**src/rtl/fp16_accum.sv**
```systemverilog
// fp16_accum
//   Sequential FP16 accumulator. It sums a stream of FP16 products (one vector,
//   terminated by in_last) into a single FP16 result. Each element goes through
//   IDLE -> ALIGN -> ADD -> NORM, so the block takes one element every 4 cycles.
//   Arithmetic truncates, flushes denormals to zero, clamps inf/NaN operands to
//   the largest finite value and saturates overflow.
// Ports
//   clk, rst_n            clock (rising edge), async active-low reset
//   in_valid/in_ready     element handshake; in_data FP16, in_last ends vector
//   out_valid/out_ready   result handshake; out_data FP16 sum,
//                         out_count elements summed (saturating, CNT_W bits)
module fp16_accum #(
  parameter int CNT_W = 10
) (
  input  logic             clk,
  input  logic             rst_n,
  input  logic             in_valid,
  output logic             in_ready,
  input  logic [15:0]      in_data,
  input  logic             in_last,
  output logic             out_valid,
  input  logic             out_ready,
  output logic [15:0]      out_data,
  output logic [CNT_W-1:0] out_count
);

  localparam logic [2:0] S_IDLE  = 3'd0;
  localparam logic [2:0] S_ALIGN = 3'd1;
  localparam logic [2:0] S_ADD   = 3'd2;
  localparam logic [2:0] S_NORM  = 3'd3;
  localparam logic [2:0] S_DONE  = 3'd4;

  logic [2:0]       r_state;
  logic [15:0]      r_acc;
  logic [CNT_W-1:0] r_count;
  logic [15:0]      r_din;
  logic             r_last;
  // aligned operands / sum carried between stages
  logic             r_sgn;
  logic             r_sub;
  logic [4:0]       r_exp;
  logic [10:0]      r_mbig;
  logic [10:0]      r_msml;
  logic [11:0]      r_sum;

  // Clean an operand into {sign, exp, 11-bit mantissa with hidden one}.
  // Zeros/denormals become exp=0, man=0 so they never win the magnitude compare
  // against a real number and contribute nothing when shifted.
  function automatic logic [16:0] clean(input logic [15:0] v);
    if (v[14:10] == 5'd0)
      clean = 17'd0;
    else if (v[14:10] == 5'd31)
      clean = {v[15], 5'd30, 11'h7FF};
    else
      clean = {v[15], v[14:10], 1'b1, v[9:0]};
  endfunction

  // ---------------- ALIGN ----------------
  logic [16:0] w_a, w_b, w_big, w_sml;
  logic [4:0]  w_diff;
  logic [10:0] w_shf;

  always_comb begin
    w_a = clean(r_acc);
    w_b = clean(r_din);
    if (w_a[15:0] >= w_b[15:0]) begin
      w_big = w_a;
      w_sml = w_b;
    end else begin
      w_big = w_b;
      w_sml = w_a;
    end
    w_diff = w_big[15:11] - w_sml[15:11];
    w_shf  = (w_diff >= 5'd11) ? 11'd0 : (w_sml[10:0] >> w_diff);
  end

  // ---------------- NORM ----------------
  logic [3:0]        w_lz;
  logic [10:0]       w_mn;
  logic signed [6:0] w_exp_n;
  logic [15:0]       w_res;

  always_comb begin
    w_lz = 4'd0;
    for (int i = 0; i < 11; i++)
      if (r_sum[i]) w_lz = 4'(10 - i);   // highest set bit wins
    if (r_sum[11]) begin
      w_mn    = r_sum[11:1];
      w_exp_n = $signed({2'b00, r_exp}) + 7'sd1;
    end else begin
      w_mn    = r_sum[10:0] << w_lz;
      w_exp_n = $signed({2'b00, r_exp}) - $signed({3'b000, w_lz});
    end
    if (r_sum == 12'd0 || w_exp_n <= 7'sd0)
      w_res = 16'h0000;
    else if (w_exp_n >= 7'sd31)
      w_res = {r_sgn, 15'h7BFF};
    else
      w_res = {r_sgn, w_exp_n[4:0], w_mn[9:0]};
  end

  // ---------------- control + datapath ----------------
  always_ff @(posedge clk or negedge rst_n) begin
    if (!rst_n) begin
      r_state <= S_IDLE;
      r_acc   <= 16'h0000;
      r_count <= '0;
      r_din   <= 16'h0000;
      r_last  <= 1'b0;
      r_sgn   <= 1'b0;
      r_sub   <= 1'b0;
      r_exp   <= 5'd0;
      r_mbig  <= 11'd0;
      r_msml  <= 11'd0;
      r_sum   <= 12'd0;
    end else begin
      case (r_state)
        S_IDLE: if (in_valid) begin
          r_din   <= in_data;
          r_last  <= in_last;
          if (r_count != '1) r_count <= r_count + 1'b1;
          r_state <= S_ALIGN;
        end
        S_ALIGN: begin
          r_sgn   <= w_big[16];
          r_sub   <= w_big[16] ^ w_sml[16];
          r_exp   <= w_big[15:11];
          r_mbig  <= w_big[10:0];
          r_msml  <= w_shf;
          r_state <= S_ADD;
        end
        S_ADD: begin
          r_sum   <= r_sub ? ({1'b0, r_mbig} - {1'b0, r_msml})
                           : ({1'b0, r_mbig} + {1'b0, r_msml});
          r_state <= S_NORM;
        end
        S_NORM: begin
          r_acc   <= w_res;
          r_state <= r_last ? S_DONE : S_IDLE;
        end
        S_DONE: if (out_ready) begin
          r_acc   <= 16'h0000;
          r_count <= '0;
          r_state <= S_IDLE;
        end
        default: r_state <= S_IDLE;
      endcase
    end
  end

  assign in_ready  = (r_state == S_IDLE);
  assign out_valid = (r_state == S_DONE);
  assign out_data  = r_acc;
  assign out_count = r_count;

endmodule

```
**config.mk**
```make
export PLATFORM = sky130hd
export DESIGN_NAME = fp16_accum
export DESIGN_NICKNAME = d
export VERILOG_FILES = /design/src/rtl/fp16_accum.sv
export SDC_FILE = /design/constraint.sdc
export NUM_CORES = 1
export LEC_CHECK = 0
export ABC_CLOCK_PERIOD_IN_PS = 5200
export BUFFER_PORTS_ARGS = -buffer_cell sky130_fd_sc_hd__buf_4
export CAP_MARGIN = 5
export CORE_AREA = 2 2 149 151
export DETAILED_ROUTE_END_ITERATION = 16
export DIE_AREA = 0 0 151 153
export PLACE_DENSITY_LB_ADDON = 0.15
export SLEW_MARGIN = 40
export SYNTH_ARGS = -nofsm -noshare
export SYNTH_HDL_FRONTEND = slang
export SYNTH_SLANG_ARGS = --single-unit
```
**constraint.sdc**
```tcl
create_clock -name clk -period 5.2 [get_ports clk]
set_input_delay 0.52 -clock clk [delete_from_list [all_inputs] [get_ports clk]]
set_output_delay 0.52 -clock clk [all_outputs]
set_load 0.02 [all_outputs]
```
# Yosys cells after proc, flatten, opt, wreduce, memory -nomap -nowiden
# Index checks and enable logic that the tools add are counted.
# word_totals
regBits	87
in_bits	21
output_inout_bits	28
elab_cells	78
# classes
n_addsub	6
order_cmp	4
eq_ne	10
shifts	2
n_mux	33
bitwise_logic	1
reduce_logical	11
# ops
op	count
two-way mux 17 bit	4
two-way mux 16 bit	4
two-way mux 4 bit	11
two-way mux 10 bit	4
one-hot mux 16 bit (2 select lines)	1
one-hot mux 10 bit (2 select lines)	1
greater-or-equal comparator 16 bit	1
two-way mux 15 bit	1
one-hot mux 3 bit (5 select lines)	1
adder 11 x 11 -> 12 bit	1
logical NOT 12 bit	1
two-way mux 12 bit	1
subtractor 11 x 11 -> 12 bit	1
two-way mux 11 bit	1
left shift 11 x 4 -> 10 bit	1
>> shifter 11 x 5 -> 11 bit	1
adder 10 x 1 -> 10 bit (second input constant)	1
== test 5 bit (second input constant)	2
logical NOT 5 bit	2
!= test 10 bit (second input constant)	1
two-way mux 3 bit	3
greater-or-equal comparator 7 x 6 -> 1 bit (second input constant)	1
less-or-equal comparator 7 x 1 -> 1 bit (second input constant)	1
two-way mux 7 bit	1
15 further kinds	20

# Logic depth before layout (Yosys ltp)
# depth
depth_word	17
ltp_mapped	20
mapped_depth_nobuf	19

# Least setup slack after synthesis
# OpenSTA, ideal clock, no wires.
# synth_timing
path_kind	register to register
from	register r_acc[11] (netlist: out_data[11])
to	register r_msml[0]
setup_time_ns	0.161
arrival_time_ns	4.866
required_ns	5.039
path_slack_ns	0.173
stages_incl_launch_ff	20
n_path_buf	2
period_less_slack_ns	5.027
path_cell_list	dfrtp_1 or4_1 nand2b_1 clkbuf_1 o21ai_0 inv_1 ha_1 nand4_1 or2_2 nor4b_1 nor4_4 mux2i_1 ha_1 clkbuf_1 inv_1 nand2_1 o22ai_1 a221oi_1 mux2_2 o221ai_1
# synth_via
elab_chain_len	8
elab_cells_between_ends	11
cone_classes	1 x add/sub; 2 x order compare; 1 x eq/ne; 1 x shift; 5 x mux; 1 x reduce/logical
# synth_lines
item	line_no	text
from (decl)	34	logic [15:0] r_acc;
from (signal assigned)	138	r_acc <= w_res;
== test 5 bit	52	else if (v[14:10] == 5'd31)
two-way mux 16 bit	52	
two-way mux 17 bit (*)	50	if (v[14:10] == 5'd0)
greater-or-equal comparator 16 bit	66	if (w_a[15:0] >= w_b[15:0]) begin
two-way mux 17 bit	66	
subtractor 5 bit	73	w_diff = w_big[15:11] - w_sml[15:11];
greater-or-equal comparator 5 x 4 -> 1 bit / >> shifter 11 x 5 -> 11 bit (equally long branches)	74	w_shf = (w_diff >= 5'd11) ? 11'd0 : (w_sml[10:0] >> w_diff);
two-way mux 11 bit (*)	74	
to (signal assigned)	129	r_msml <= w_shf;
to (decl)	43	logic [10:0] r_msml;
# Mark *: on every way between the ends. The rest lies on a longest branch, timed or not.
# A chain may end at the register's enable or synchronous reset.

# Worst setup path in the final report
# layout_timing
from	register r_din[11]
to	register r_msml[2]
# layout_via
elab_chain_len	8
elab_cells_between_ends	11
cone_classes	1 x add/sub; 2 x order compare; 1 x eq/ne; 1 x shift; 5 x mux; 1 x reduce/logical
# layout_lines
item	line_no	text
from (decl)	36	logic [15:0] r_din;
from (signal assigned)	119	r_din <= in_data;
== test 5 bit	52	
two-way mux 16 bit	52	
two-way mux 17 bit (*)	50	
greater-or-equal comparator 16 bit	66	
two-way mux 17 bit	66	
subtractor 5 bit	73	
greater-or-equal comparator 5 x 4 -> 1 bit / >> shifter 11 x 5 -> 11 bit (equally long branches)	74	
two-way mux 11 bit (*)	74	
# Marked as above.

==> impl_results.md <==
- DP Cell Count: approximately 1000
- Initial detailed-routing violation count: about 270
- Setup Fix Bufs, Post-CTS: 0
- Top-count cell post-synth: nand2_1
- Post-Layout Cell Count: approximately 1100
- Sink Count: 87
- DR pass1 iterations: 5
- WP data arrival: 5.14 ns
- Routed WL per cell: ~18 um
- Initial antenna violation count: 0
- CTS buffer count: 9
- Fmax: 203 MHz
- Seq/Total Area, Yosys: 0.341
- Fill cells: 2217
- Critical Path RT: 5.43 ns
- FF-to-FF Start: r_din[11]$_DFFE_PN0P_
- Min cycle time layout: 4.92 ns
- R2r setup slk: 0.28 ns
- Number of synthesized flops with an enable pin: 0
- Hold_buf cts: 0
- Top FF cell, synth: dfrtp_1
- Clk_skew: ~0.011 ns
- Antenna Nets Post-Route: 0
- Ant diodes: 0
- Worst reg2reg path depth: 16
- DR vias: approximately 5700
- Mapped Nets: 797
- Max clock buf depth: 2
- Number of global-route vias before repair: 5533
- Synth top cells by count: nand2_1, dfrtp_1, nor2_1
- Setup-failing EPs final: 0
- Largest net degree at the start of global routing: between 40 and 50
- Post-synthesis cell type count: between 60 and 70
- #FFs+latches synth: between 80 and 90
- First-pass GRT wire length: around 31000 um
- CTS root buffer: clkbuf_16
- Die width: around 150 um
- Slew @ Worst Pin: 0.736 ns
- Clk_lat worst skew: roughly 0.36 ns
- Layout cells sized above 1: 0.167
- Top cell type's share of synthesized area: 0.341
- CP max FO: 9
- Total GRT Usage: 0.173
- Post-route clock period utilization: 0.946
- Die area: 0.0231 mm2
- Residual DRC: 0
- Hpwl dp: about 15000 um
- Synth top area cells: dfrtp_1, ha_1, nand2_1, o21ai_0, nor2_1
- Final Max Tran Viols: 0
- Mapped Area: 0.00638 mm2
- Worst-path clk slew: ~0.070 ns
- Post-synth ARST share: 1.00
- Core area: 0.0215 mm2
- Outcome: finished clean
- Hold WS: 0.178 ns
- Hold WC Path Type: input pin to asynchronous set/reset pin
- Vias per cell: 5.37
- Critical path capture point type: flop
- Syn Inst Count: between 700 and 800
- Area leader, netlist: dfrtp_1
- Initial Utilization: 0.297
- WL final: 19400 um
- Hold Violations, Final: 0
- Nets: 832
- FP Rows: 54
- Height of the die: 153 um
- Port Buffers: 48
- Synth warnings: 0
- Area Overhead vs Synth: 16.3%
- # IOs: 49
- Critical R2R Capture: r_msml[2]$_DFFE_PN0P_
- Element type at the critical path start: flop
- Placer Congestion: a little over 0.9
- CP Class: flop to flop
- Worst rel slew slack: 0.508
- Max-Cap Viols: 0
- Critical path launch point: r_din[11]$_DFFE_PN0P_
- Grt ovf: 0
- H-Tree Depth: 3
- Syn Area/Cell: 8.63 um2
- TritonCTS clock tree: yes
flip-flops by register name (all words and copies together) (netlist names):
register / cells
r_exp: 5
r_sum: 12
r_last: 1
r_msml: 11
r_state: 3
r_sgn: 1
r_sub: 1
out_data: 16
r_din: 16
r_mbig: 11
out_count: 10
worst max path at each step:
stage | to | slack [ns]
2_1_floorplan | r_msml[0]$_DFFE_PN0P_ | 0.17
3_3_place_gp | r_msml[0]$_DFFE_PN0P_ | 0.29
3_5_place_dp | r_msml[2]$_DFFE_PN0P_ | 0.11
4_1_cts | r_msml[2]$_DFFE_PN0P_ | 0.04
5_1_grt | r_msml[4]$_DFFE_PN0P_ | -0.02
6_report | r_msml[2]$_DFFE_PN0P_ | 0.28
timing repair:
action / in CTS / in global routing
resized for setup: 0 / 7
endpoints found under the setup margin: 0 / 11
hold endpoints to repair: 0 / 0
cell type report:
cell class | count | area, um2 | area share
clock buffer | 9 | 225 | 0.0303
clock inverter | 7 | 109 | 0.0147
inverter | 43 | 161 | 0.0217
multi-input combinational | 571 | 3920 | 0.528
sequential | 87 | 2180 | 0.293
tap | 280 | 350 | 0.0472
timing repair buffer | 63 | 477 | 0.0642
layout by cell type (no fill, tap or decap), types with 7 or more instances in the layout:
| master | instances |
|---|---|
| nand2_1 | 89 |
| o21a_1 | 12 |
| nand4_1 | 8 |
| nor3_1 | 12 |
| nand3_1 | 7 |
| a21oi_1 | 42 |
| ha_1 | 34 |
| xnor2_1 | 20 |
| o211ai_1 | 7 |
| a22o_1 | 7 |
| clkbuf_16 | 9 |
| mux2i_1 | 14 |
| nor2_1 | 65 |
| a31oi_1 | 9 |
| mux2_2 | 20 |
| dfrtp_1 | 86 |
| a211oi_1 | 8 |
| buf_4 | 62 |
| a21o_1 | 15 |
| o21ai_0 | 64 |
| and3_1 | 9 |
| mux4_2 | 7 |
| inv_1 | 41 |
| nand2b_1 | 15 |
through the flow:
stage	TNS (ns)	setup WS (ns)	util	area, um2
after global placement	0	0.288	0.328	7050
after floorplan	0	0.173	-	6380
after detailed placement	0	0.114	0.329	7060
final	0	0.283	0.346	7420
after CTS	0	0.0438	0.344	7390
after global routing	-0.0370	-0.0208	0.346	7420
worst max-delay path: stages (launching register included):
cell and delay (ns):
dfrtp_1 0.47, or4_4 0.57, nand2b_1 0.32, o21ai_0 0.32
ha_1 0.36, and4_1 0.23, o211ai_1 0.10, nor4b_1 0.08
buf_4 0.16, nor4_4 0.28, mux2i_2 0.34, ha_1 0.32
mux4_2 0.48, a221o_1 0.41, nand2_1 0.09, a21o_1 0.15
o311ai_2 0.10
cell families (layout without fill, tap and decap cells):
| group | Yosys count | after routing | synth area share |
|---|---|---|---|
| buf+inv | 82 | 122 | 0.0514 |
| simple gates | 247 | 247 | 0.185 |
| fa+ha+maj | 36 | 36 | 0.0729 |
| compound gates | 219 | 219 | 0.229 |
| mux | 42 | 42 | 0.0835 |
| xor+xnor | 27 | 27 | 0.0370 |
| flops | 87 | 87 | 0.341 |
metal layers:
metal / global-route usage / up-vias / wire length (um)
met5: 0 / - / 0
met4: 0.0498 / 0 / 346
met3: 0.0307 / 21 / 853
met2: 0.261 / 149 / 8770
met1: 0.253 / 2773 / 9420
li1: - / 2753 / -
Power is left out: the tool's default activity adds up to more than one toggle a clock period on the data nets, which glitch-free logic cannot reach.
